**config.mk**
```make
export PLATFORM = sky130hd
export DESIGN_NAME = mdu_iter
export DESIGN_NICKNAME = d
export VERILOG_FILES = /design/src/rtl/mdu_iter.sv
export SDC_FILE = /design/constraint.sdc
export NUM_CORES = 1
export LEC_CHECK = 0
export CAP_MARGIN = 30
export CORE_MARGIN = 4
export CORE_UTILIZATION = 35
export DETAILED_ROUTE_END_ITERATION = 12
export RECOVER_POWER = 50
export SLEW_MARGIN = 30
export SYNTH_ARGS = -nofsm -noshare
export SYNTH_HDL_FRONTEND = slang
export SYNTH_SLANG_ARGS = --single-unit
```
**constraint.sdc**
```tcl
create_clock -name clk -period 4.5 [get_ports clk]
set_input_delay 0.9 -clock clk [delete_from_list [all_inputs] [get_ports clk]]
set_output_delay 0.9 -clock clk [all_outputs]
set_load 0.05 [all_outputs]
```
**src/rtl/mdu_iter.sv**
```systemverilog
// Iterative multiply/divide unit with HI/LO registers: radix-2 shift-add multiply
// and restoring divide on operand magnitudes, one step per clock.
module mdu_iter #(
  parameter int WIDTH = 32
) (
  input  logic             clk,
  input  logic             resetn,
  input  logic             start,
  input  logic [2:0]       op,
  input  logic [WIDTH-1:0] src_a,
  input  logic [WIDTH-1:0] src_b,
  input  logic             flush,
  output logic             busy,
  output logic             done,
  output logic             stall_req,
  output logic [WIDTH-1:0] hi,
  output logic [WIDTH-1:0] lo
);

  localparam int CW = $clog2(WIDTH + 1);

  localparam logic [2:0] OP_MULT  = 3'b000;
  localparam logic [2:0] OP_DIV   = 3'b010;
  localparam logic [2:0] OP_MTHI  = 3'b100;
  localparam logic [2:0] OP_MTLO  = 3'b101;

  typedef enum logic [1:0] {
    S_IDLE,
    S_CALC,
    S_DONE
  } state_t;

  state_t             state_q;
  logic [CW-1:0]      cnt_q;
  logic               busy_q;
  logic               done_q;
  logic [WIDTH-1:0]   hi_q, lo_q;
  logic [WIDTH-1:0]   hi_bak_q, lo_bak_q;
  logic [2*WIDTH-1:0] p_q;
  logic [WIDTH-1:0]   mag_b_q;
  logic [WIDTH-1:0]   a_raw_q;
  logic               is_div_q;
  logic               neg_q_q;
  logic               neg_r_q;
  logic               div_zero_q;

  // Operation decode and operand magnitudes, evaluated at acceptance.
  logic             op_muldiv, op_is_div, op_signed;
  logic             a_neg, b_neg;
  logic [WIDTH-1:0] mag_a_in, mag_b_in;

  assign op_muldiv = (op[2] == 1'b0);
  assign op_is_div = (op[2:1] == 2'b01);
  assign op_signed = (op == OP_MULT) || (op == OP_DIV);
  assign a_neg     = op_signed & src_a[WIDTH-1];
  assign b_neg     = op_signed & src_b[WIDTH-1];
  assign mag_a_in  = a_neg ? -src_a : src_a;
  assign mag_b_in  = b_neg ? -src_b : src_b;

  // p_q holds {product-high, multiplier} for multiply, {remainder, quotient} for divide.
  logic [WIDTH:0]     mul_sum, div_shift, div_diff;
  logic               div_ge;
  logic [2*WIDTH-1:0] p_d, prod_fix;
  logic [WIDTH-1:0]   quot_fix, rem_fix, hi_d, lo_d;

  always_comb begin
    mul_sum   = {1'b0, p_q[2*WIDTH-1:WIDTH]} + (p_q[0] ? {1'b0, mag_b_q} : {(WIDTH+1){1'b0}});
    div_shift = p_q[2*WIDTH-1:WIDTH-1];
    div_diff  = div_shift - {1'b0, mag_b_q};
    div_ge    = (div_shift >= {1'b0, mag_b_q});
    p_d       = {mul_sum, p_q[WIDTH-1:1]};
    if (is_div_q) begin
      if (div_ge) begin
        p_d = {div_diff[WIDTH-1:0], p_q[WIDTH-2:0], 1'b1};
      end else begin
        p_d = {div_shift[WIDTH-1:0], p_q[WIDTH-2:0], 1'b0};
      end
    end

    prod_fix = neg_q_q ? -p_q : p_q;
    quot_fix = neg_q_q ? -p_q[WIDTH-1:0] : p_q[WIDTH-1:0];
    rem_fix  = neg_r_q ? -p_q[2*WIDTH-1:WIDTH] : p_q[2*WIDTH-1:WIDTH];
    hi_d     = prod_fix[2*WIDTH-1:WIDTH];
    lo_d     = prod_fix[WIDTH-1:0];
    if (is_div_q) begin
      if (div_zero_q) begin
        hi_d = a_raw_q;
        lo_d = {WIDTH{1'b1}};
      end else begin
        hi_d = rem_fix;
        lo_d = quot_fix;
      end
    end
  end

  always_ff @(posedge clk) begin
    if (!resetn) begin
      state_q    <= S_IDLE;
      cnt_q      <= '0;
      busy_q     <= 1'b0;
      done_q     <= 1'b0;
      hi_q       <= '0;
      lo_q       <= '0;
      hi_bak_q   <= '0;
      lo_bak_q   <= '0;
      p_q        <= '0;
      mag_b_q    <= '0;
      a_raw_q    <= '0;
      is_div_q   <= 1'b0;
      neg_q_q    <= 1'b0;
      neg_r_q    <= 1'b0;
      div_zero_q <= 1'b0;
    end else begin
      case (state_q)
        S_IDLE: begin
          done_q <= 1'b0;
          if (start && !flush) begin
            if (op_muldiv) begin
              state_q    <= S_CALC;
              busy_q     <= 1'b1;
              cnt_q      <= CW'(WIDTH);
              p_q        <= {{WIDTH{1'b0}}, mag_a_in};
              mag_b_q    <= mag_b_in;
              a_raw_q    <= src_a;
              is_div_q   <= op_is_div;
              neg_q_q    <= a_neg ^ b_neg;
              neg_r_q    <= a_neg;
              div_zero_q <= (src_b == '0);
              hi_bak_q   <= hi_q;
              lo_bak_q   <= lo_q;
            end else if (op == OP_MTHI) begin
              hi_q <= src_a;
            end else if (op == OP_MTLO) begin
              lo_q <= src_a;
            end
          end
        end
        S_CALC: begin
          if (flush) begin
            state_q <= S_IDLE;
            busy_q  <= 1'b0;
          end else if (cnt_q != '0) begin
            p_q   <= p_d;
            cnt_q <= cnt_q - 1'b1;
          end else begin
            // All steps done: apply sign correction and publish in the same edge.
            hi_q    <= hi_d;
            lo_q    <= lo_d;
            done_q  <= 1'b1;
            state_q <= S_DONE;
          end
        end
        S_DONE: begin
          done_q  <= 1'b0;
          busy_q  <= 1'b0;
          state_q <= S_IDLE;
          if (flush) begin
            hi_q <= hi_bak_q;
            lo_q <= lo_bak_q;
          end
        end
        default: begin
          state_q <= S_IDLE;
          busy_q  <= 1'b0;
          done_q  <= 1'b0;
        end
      endcase
    end
  end

  assign busy      = busy_q;
  assign done      = done_q;
  assign hi        = hi_q;
  assign lo        = lo_q;
  // busy is masked during reset so the request reflects only the live inputs.
  assign stall_req = (busy_q & resetn) | (start & op_muldiv & ~flush);

endmodule

```
==> impl_metrics.tcl, run 1 <==
set metrics [dict create \
    antenna_left 0 \
    arrival_ps 4480 \
    place_hpwl_um 56900 \
    power_density_nw_per_um2 336 \
    coreArea_um2 55600 \
    netlist-cell-type-count 81 \
    cp-end-kind "register" \
    clockPowerShare_pct 39.2 \
    cts_root_buf "clkbuf_16" \
    nFillCells 5715 \
    ctsResizeCount 0 \
    routabilityCongestion 0.962 \
    ys_warn_count 0 \
    antenna_found_initial 1 \
    final_nets 2863 \
    wire_per_inst_um 22.1 \
    route.detailed.drc 0 \
    clock_sinks 270 \
    totalWireLength_um 77200 \
    hold_path_class "register to register" \
    hold_viol 0 \
    synth_area_um2 19800 \
    vias_per_cell 5.85 \
    insertion_delay_ps 570 \
    synthFlopType "dfxtp_1" \
    slew_violations 241 \
    cp-start-kind "register" \
    clockBufferDepth 3 \
    globalRouteOverflowTotal 0 \
    fin_crit_sh_pct 90.0 \
    drive_above_1_share_pct 5.66 \
    r2r-start "p_q[0]" \
    vdd_drop_max_uv 214 \
    synth_seq_cells 270 \
    finClkSkew_ps 34.6 \
    post-route-util_pct 41.4 \
    ys_seq_area_share_pct 27.3 \
    port_buffers 137 \
    cts_setup_buffers 0 \
    setup_violations 0 \
    tightest_slew_ps 1990 \
    syn_to_final_growth_pct 16.3 \
    fmaxAchievable_mhz 247 \
    worstPathRequired_ps 4940 \
    swShare_pct 34.8 \
    tns_ps 0 \
    rows 86 \
    pwr-share-comb_pct 26.6 \
    drv_cap 3 \
    pin_count 138 \
    syn_inst 2694 \
    grt_max_degree 181 \
    run_status "finished with violations" \
    min_period_ps 4050 \
    intPower_uw 5050 \
    cts_tree "done" \
    cts-htree-levels 2 \
    syn_avg_cell_area_um2 7.36 \
    synth_edf_count 0 \
    cts_buffers 35 \
    die_w_um 246 \
    async_reset_ff_share_pct 0 \
    syn_nets 2841 \
    worstHoldStart "a_raw_q[16]" \
    grt_pass1_wl_um 117000 \
    firstDrtPassIters 6 \
    grt_usage_pct 24.6 \
    antennaDiodeCount 0 \
    die_height_um 246 \
    p_sw_uw 2700 \
    grt_pass1_vias 19200 \
    start_util_pct 35.7 \
    worstSetupPathType "register to register" \
    crit_path_start "p_q[0]" \
    p_seq_share_pct 34.2 \
    rsz0062_at_grt "no" \
    postCtsHoldBufs 0 \
    num_vias 20400 \
    fp.dieArea_um2 60500 \
    clk_pin_slew_ps 60 \
    drt_first_iter_violations 1891 \
    slew_headroom_pct -32.9 \
    p_leak_uw 0.00873 \
    violations "max-capacitance violations, max-slew violations" \
    cp_max_fo 24 \
]
[area by class of cell]
type	instances	area (um2)	area share [%]
Timing Repair Buffer	199	1860	8.06
Multi-Input combinational cell	2146	13400	58.0
Sequential cell	270	5410	23.5
Clock buffer	47	1010	4.38
Clock inverter	14	221	0.960
Inverter	64	240	1.04
Tap cell	748	936	4.06
[power by group through the flow]
stage	combinational, uW	clock, uW	sequential, uW
2_1_floorplan	1100	0	2860
3_3_place_gp	2040	0	2690
3_5_place_dp	2060	0	2700
4_1_cts	2070	3080	2650
5_1_grt	2200	3180	2660
6_report	2060	3040	2650
[metrics by stage]
step | instance area (um2) | total power, uW | setup slack, ps | std cells | hold WS (ps)
floorplan | 19800 | 3960 | 1020 | 2694 | 440
global placement | 21900 | 4740 | 524 | 3427 | 451
detailed placement | 21900 | 4760 | 463 | 3427 | 458
CTS | 23100 | 7800 | 443 | 3488 | 465
global route | 23100 | 8050 | 127 | 3488 | 487
finish | 23100 | 7740 | 452 | 3488 | 461
[cells in the final DEF, fill, tap and decap left out, types with 26 or more instances in the layout]
cell type / instances
a21oi_1: 164
o211ai_1: 80
a311oi_1: 26
nand3_1: 60
mux2i_1: 43
ha_1: 71
buf_4: 53
dlygate4sd3_1: 67
nand2b_1: 33
xor2_1: 82
a21boi_0: 132
xnor2_1: 103
nor2b_1: 47
nor2_1: 179
clkdlybuf4s50_1: 69
nand2_1: 494
o31ai_1: 42
inv_1: 62
dfxtp_1: 268
a21o_1: 27
clkbuf_16: 35
nor3_1: 29
o211a_1: 36
o21ai_0: 168
[per-layer routing]
layer / up-vias / share of wire (%) / wire length [um] / global-route usage [%]
li1: 9640 / - / - / -
met1: 9761 / 45 / 34600 / 34.5
met2: 828 / 44 / 33800 / 38.4
met3: 162 / 7.5 / 5800 / 3.60
met4: 2 / 3.9 / 3040 / 8.81
met5: - / 0.017 / 13 / 0
[sequential cells by signal, indices dropped and copies added, names as in the netlist]
signal and count:
a_raw_q 32, busy 1, cnt_q 6, div_zero_q 1, done 1, hi 32
hi_bak_q 32, is_div_q 1, lo 32, lo_bak_q 32, mag_b_q 32, neg_q_q 1
neg_r_q 1, p_q 64, state_q 2
[synth_stat cells (8+ instances only)]
cell,n,area (um2)
a2111oi_0,8,70.1
a211oi_1,19,143
a21boi_0,132,991
a21o_1,27,203
a21oi_1,164,821
a221oi_1,14,123
a311oi_1,26,228
a31oi_1,25,156
and2_1,20,125
and3_1,12,75.1
buf_1,15,56.3
clkbuf_1,187,702
dfxtp_1,270,5410
ha_1,74,926
inv_1,62,233
mux2i_1,43,430
nand2_1,495,1860
nand2b_1,33,206
nand3_1,60,300
nand3b_1,10,75.1
nand4_1,14,87.6
nor2_1,180,676
nor2b_1,47,294
nor3_1,29,145
nor3b_1,10,75.1
nor4_1,25,156
o211a_1,36,360
o211ai_1,80,601
o21a_1,9,67.6
o21ai_0,168,841
o31ai_1,42,315
o41ai_1,12,105
or2_2,10,62.6
or3_1,22,138
or4_1,13,97.6
xnor2_1,103,902
xor2_1,82,718
[worst max-delay path, stage by stage, from the launching register on]
cell,delay (ps)
dfxtp_1,400
inv_1,280
buf_4,320
nor2_1,90
ha_1,370
nand2_1,110
a211oi_1,200
o21ai_0,150
a211oi_1,340
o21ai_1,180
a211oi_1,580
mux2i_1,140
or4_1,510
a32o_1,260
[worst paths after layout]
check                           slack, ps  depth (start not counted)           to
worst max-delay path                  450                         13      p_q[59]
worst min-delay path                  460                          2  a_raw_q[16]
worst max register to register        450                         13      p_q[59]
worst min register to register        460                          2  a_raw_q[16]
[cell families after synthesis]
kind of cell | synth area share [%]
DFF | 27.3
and+or+nand+nor | 23.2
buffers and inverters | 5.46
xor gates and xnor gates | 8.17
muxes | 2.34
AOI/OAI and AO/OA | 28.7
adders and majority gates | 4.87
Note: power is estimated with default switching activity, not from simulation.
==> inputs of run 2 (changes only) <==
==> constraint.sdc (replaced) <==
create_clock -name clk -period 3.3 [get_ports clk]
set_input_delay 0.66 -clock clk [delete_from_list [all_inputs] [get_ports clk]]
set_output_delay 0.66 -clock clk [all_outputs]
set_load 0.01 [all_outputs]
==> run 2 against run 1 <==
Net effect: register-to-register slack got worse by 370 ps; the flow now finishes without violations; hold slack got worse by 6.1 ps; sequential power up 35%.
==> impl_metrics.tcl, run 2 (same netlist as run 1, synthesis figures left out) <==
set metrics [dict create \
    finClkSkew_ps 30.5 \
    power_density_nw_per_um2 421 \
    final_nets 3074 \
    fp.dieArea_um2 60500 \
    top_register "p_q" \
    globalRouteOverflowTotal 0 \
    arrival_ps 3650 \
    fmaxAchievable_mhz 311 \
    drive_above_1_share_pct 13.3 \
    cts-htree-levels 2 \
    layout_common_cells "493 x nand2_1, 266 x dfxtp_1, 257 x buf_4" \
    clock_sinks 270 \
    final_common_cell "nand2_1" \
    die_height_um 246 \
    grt_pass1_vias 20300 \
    antenna_left 0 \
    place_hpwl_um 60000 \
    tightest_slew_ps 1300 \
    firstDrtPassIters 6 \
    p_total_uw 10400 \
    slew_headroom_pct 13.5 \
    rows 86 \
    cp-end-kind "register" \
    placedCellCount 3630 \
    antenna_found_initial 1 \
    fin_crit_sh_pct 97.5 \
    grt_usage_pct 25.5 \
    route.detailed.drc 0 \
    die_w_um 246 \
    routabilityCongestion 0.991 \
    cp-start-kind "register" \
    cp_max_fo 3 \
    p_leak_uw 0.00979 \
    slew_violations 0 \
    cts_tree "done" \
    cts_root_buf "clkbuf_16" \
    vdd_drop_max_uv 428 \
    antennaDiodeCount 0 \
    clockBufferDepth 3 \
    hold_path_class "input pin to register" \
    post-route-util_pct 44.6 \
    grt_max_degree 159 \
    coreArea_um2 55600 \
    wire_per_inst_um 21.8 \
    setup_violations 0 \
    drt_first_iter_violations 2170 \
    hold_viol 0 \
    worstPathRequired_ps 3730 \
    run_status "finished clean" \
    grt_pass1_wl_um 122000 \
    rsz0062_at_grt "yes" \
    port_buffers 137 \
    num_vias 21400 \
    postCtsHoldBufs 0 \
    cts_buffers 35 \
    worstSetupPathType "register to register" \
    r2r_slack_ps 80 \
    pin_count 138 \
    insertion_delay_ps 570 \
    fin_cells 3700 \
    vias_per_cell 5.77 \
    drv_cap 0 \
    syn_to_final_growth_pct 25.1 \
    clk_pin_slew_ps 60 \
    totalWireLength_um 80600 \
    start_util_pct 35.7 \
    largest_register_ffs 64 \
    min_period_ps 3220 \
]
[run 2: cell types whose count changed in the layout (fill, tap and decap cells not counted), moves of 5 or more]
cell / change
clkbuf_8: -6
a21oi_1: -5
buf_4: +204
clkbuf_1: +7
o21ai_0: -6
a21oi_2: +5
[run 2: repair_timing]
item                                    in CTS  in global routing
gates cloned                                 0                  2
gates resized for setup                      9                 33
pin swaps                                    2                 13
buffers inserted                             0                  6
hold endpoints to repair                     0                  0
endpoints found under the setup margin       9                 39
[run 2: stage by stage]
| step | hold slack, ps | TNS [ps] | setup WS (ps) | cell area (um2) |
|---|---|---|---|---|
| 2_1_floorplan | 440 | 0 | 24.8 | 19800 |
| 6_report | 455 | 0 | 81.4 | 24800 |
| 4_1_cts | 432 | 0 | 9.74 | 24600 |
| 3_3_place_gp | 450 | -1180 | -219 | 23500 |
| 5_1_grt | 468 | -137 | -64.2 | 24800 |
| 3_5_place_dp | 459 | -1410 | -217 | 23500 |
[run 2: where the power goes]
group,leakage [uW],switching (uW),internal (uW)
Clock,0.000558,1620,2280
Sequential,0.00219,161,3430
Combinational,0.00705,1770,1170
[run 2: worst paths after layout]
check / start / end / cells past startpoint
max reg2reg: p_q[31] / p_q[52] / 16
min reg2reg: hi_bak_q[23] / hi_bak_q[23] / 2
min: resetn / state_q[1] / 3
max: p_q[31] / p_q[52] / 16
[run 2: cell type report]
type,count,area (um2)
clock buffers,48,955
flip-flops and latches,270,5410
fillers,5627,30800
repair buffers,410,3540
well taps,748,936
multi-input cells,2146,13500
clock inverters,14,191
inverters,64,240
[run 2: routing by layer]
metal	vias up	global-route usage [%]	wire length [um]
met2	893	40.6	35600
met1	10200	35.1	35600
met5	-	0	0
met3	160	3.55	5980
met4	0	9.56	3420
li1	10100	-	-
[run 2: critical path: stages, from the launching register on]
cell,delay (ps)
dfxtp_1,320
inv_2,100
ha_1,190
inv_1,60
fa_2,350
a211oi_2,270
buf_4,160
o21ai_1,100
and2_4,180
a221oi_2,260
buf_4,170
buf_4,110
nand2_1,120
a31oi_2,230
xor2_1,250
o21a_1,140
o21ai_0,70
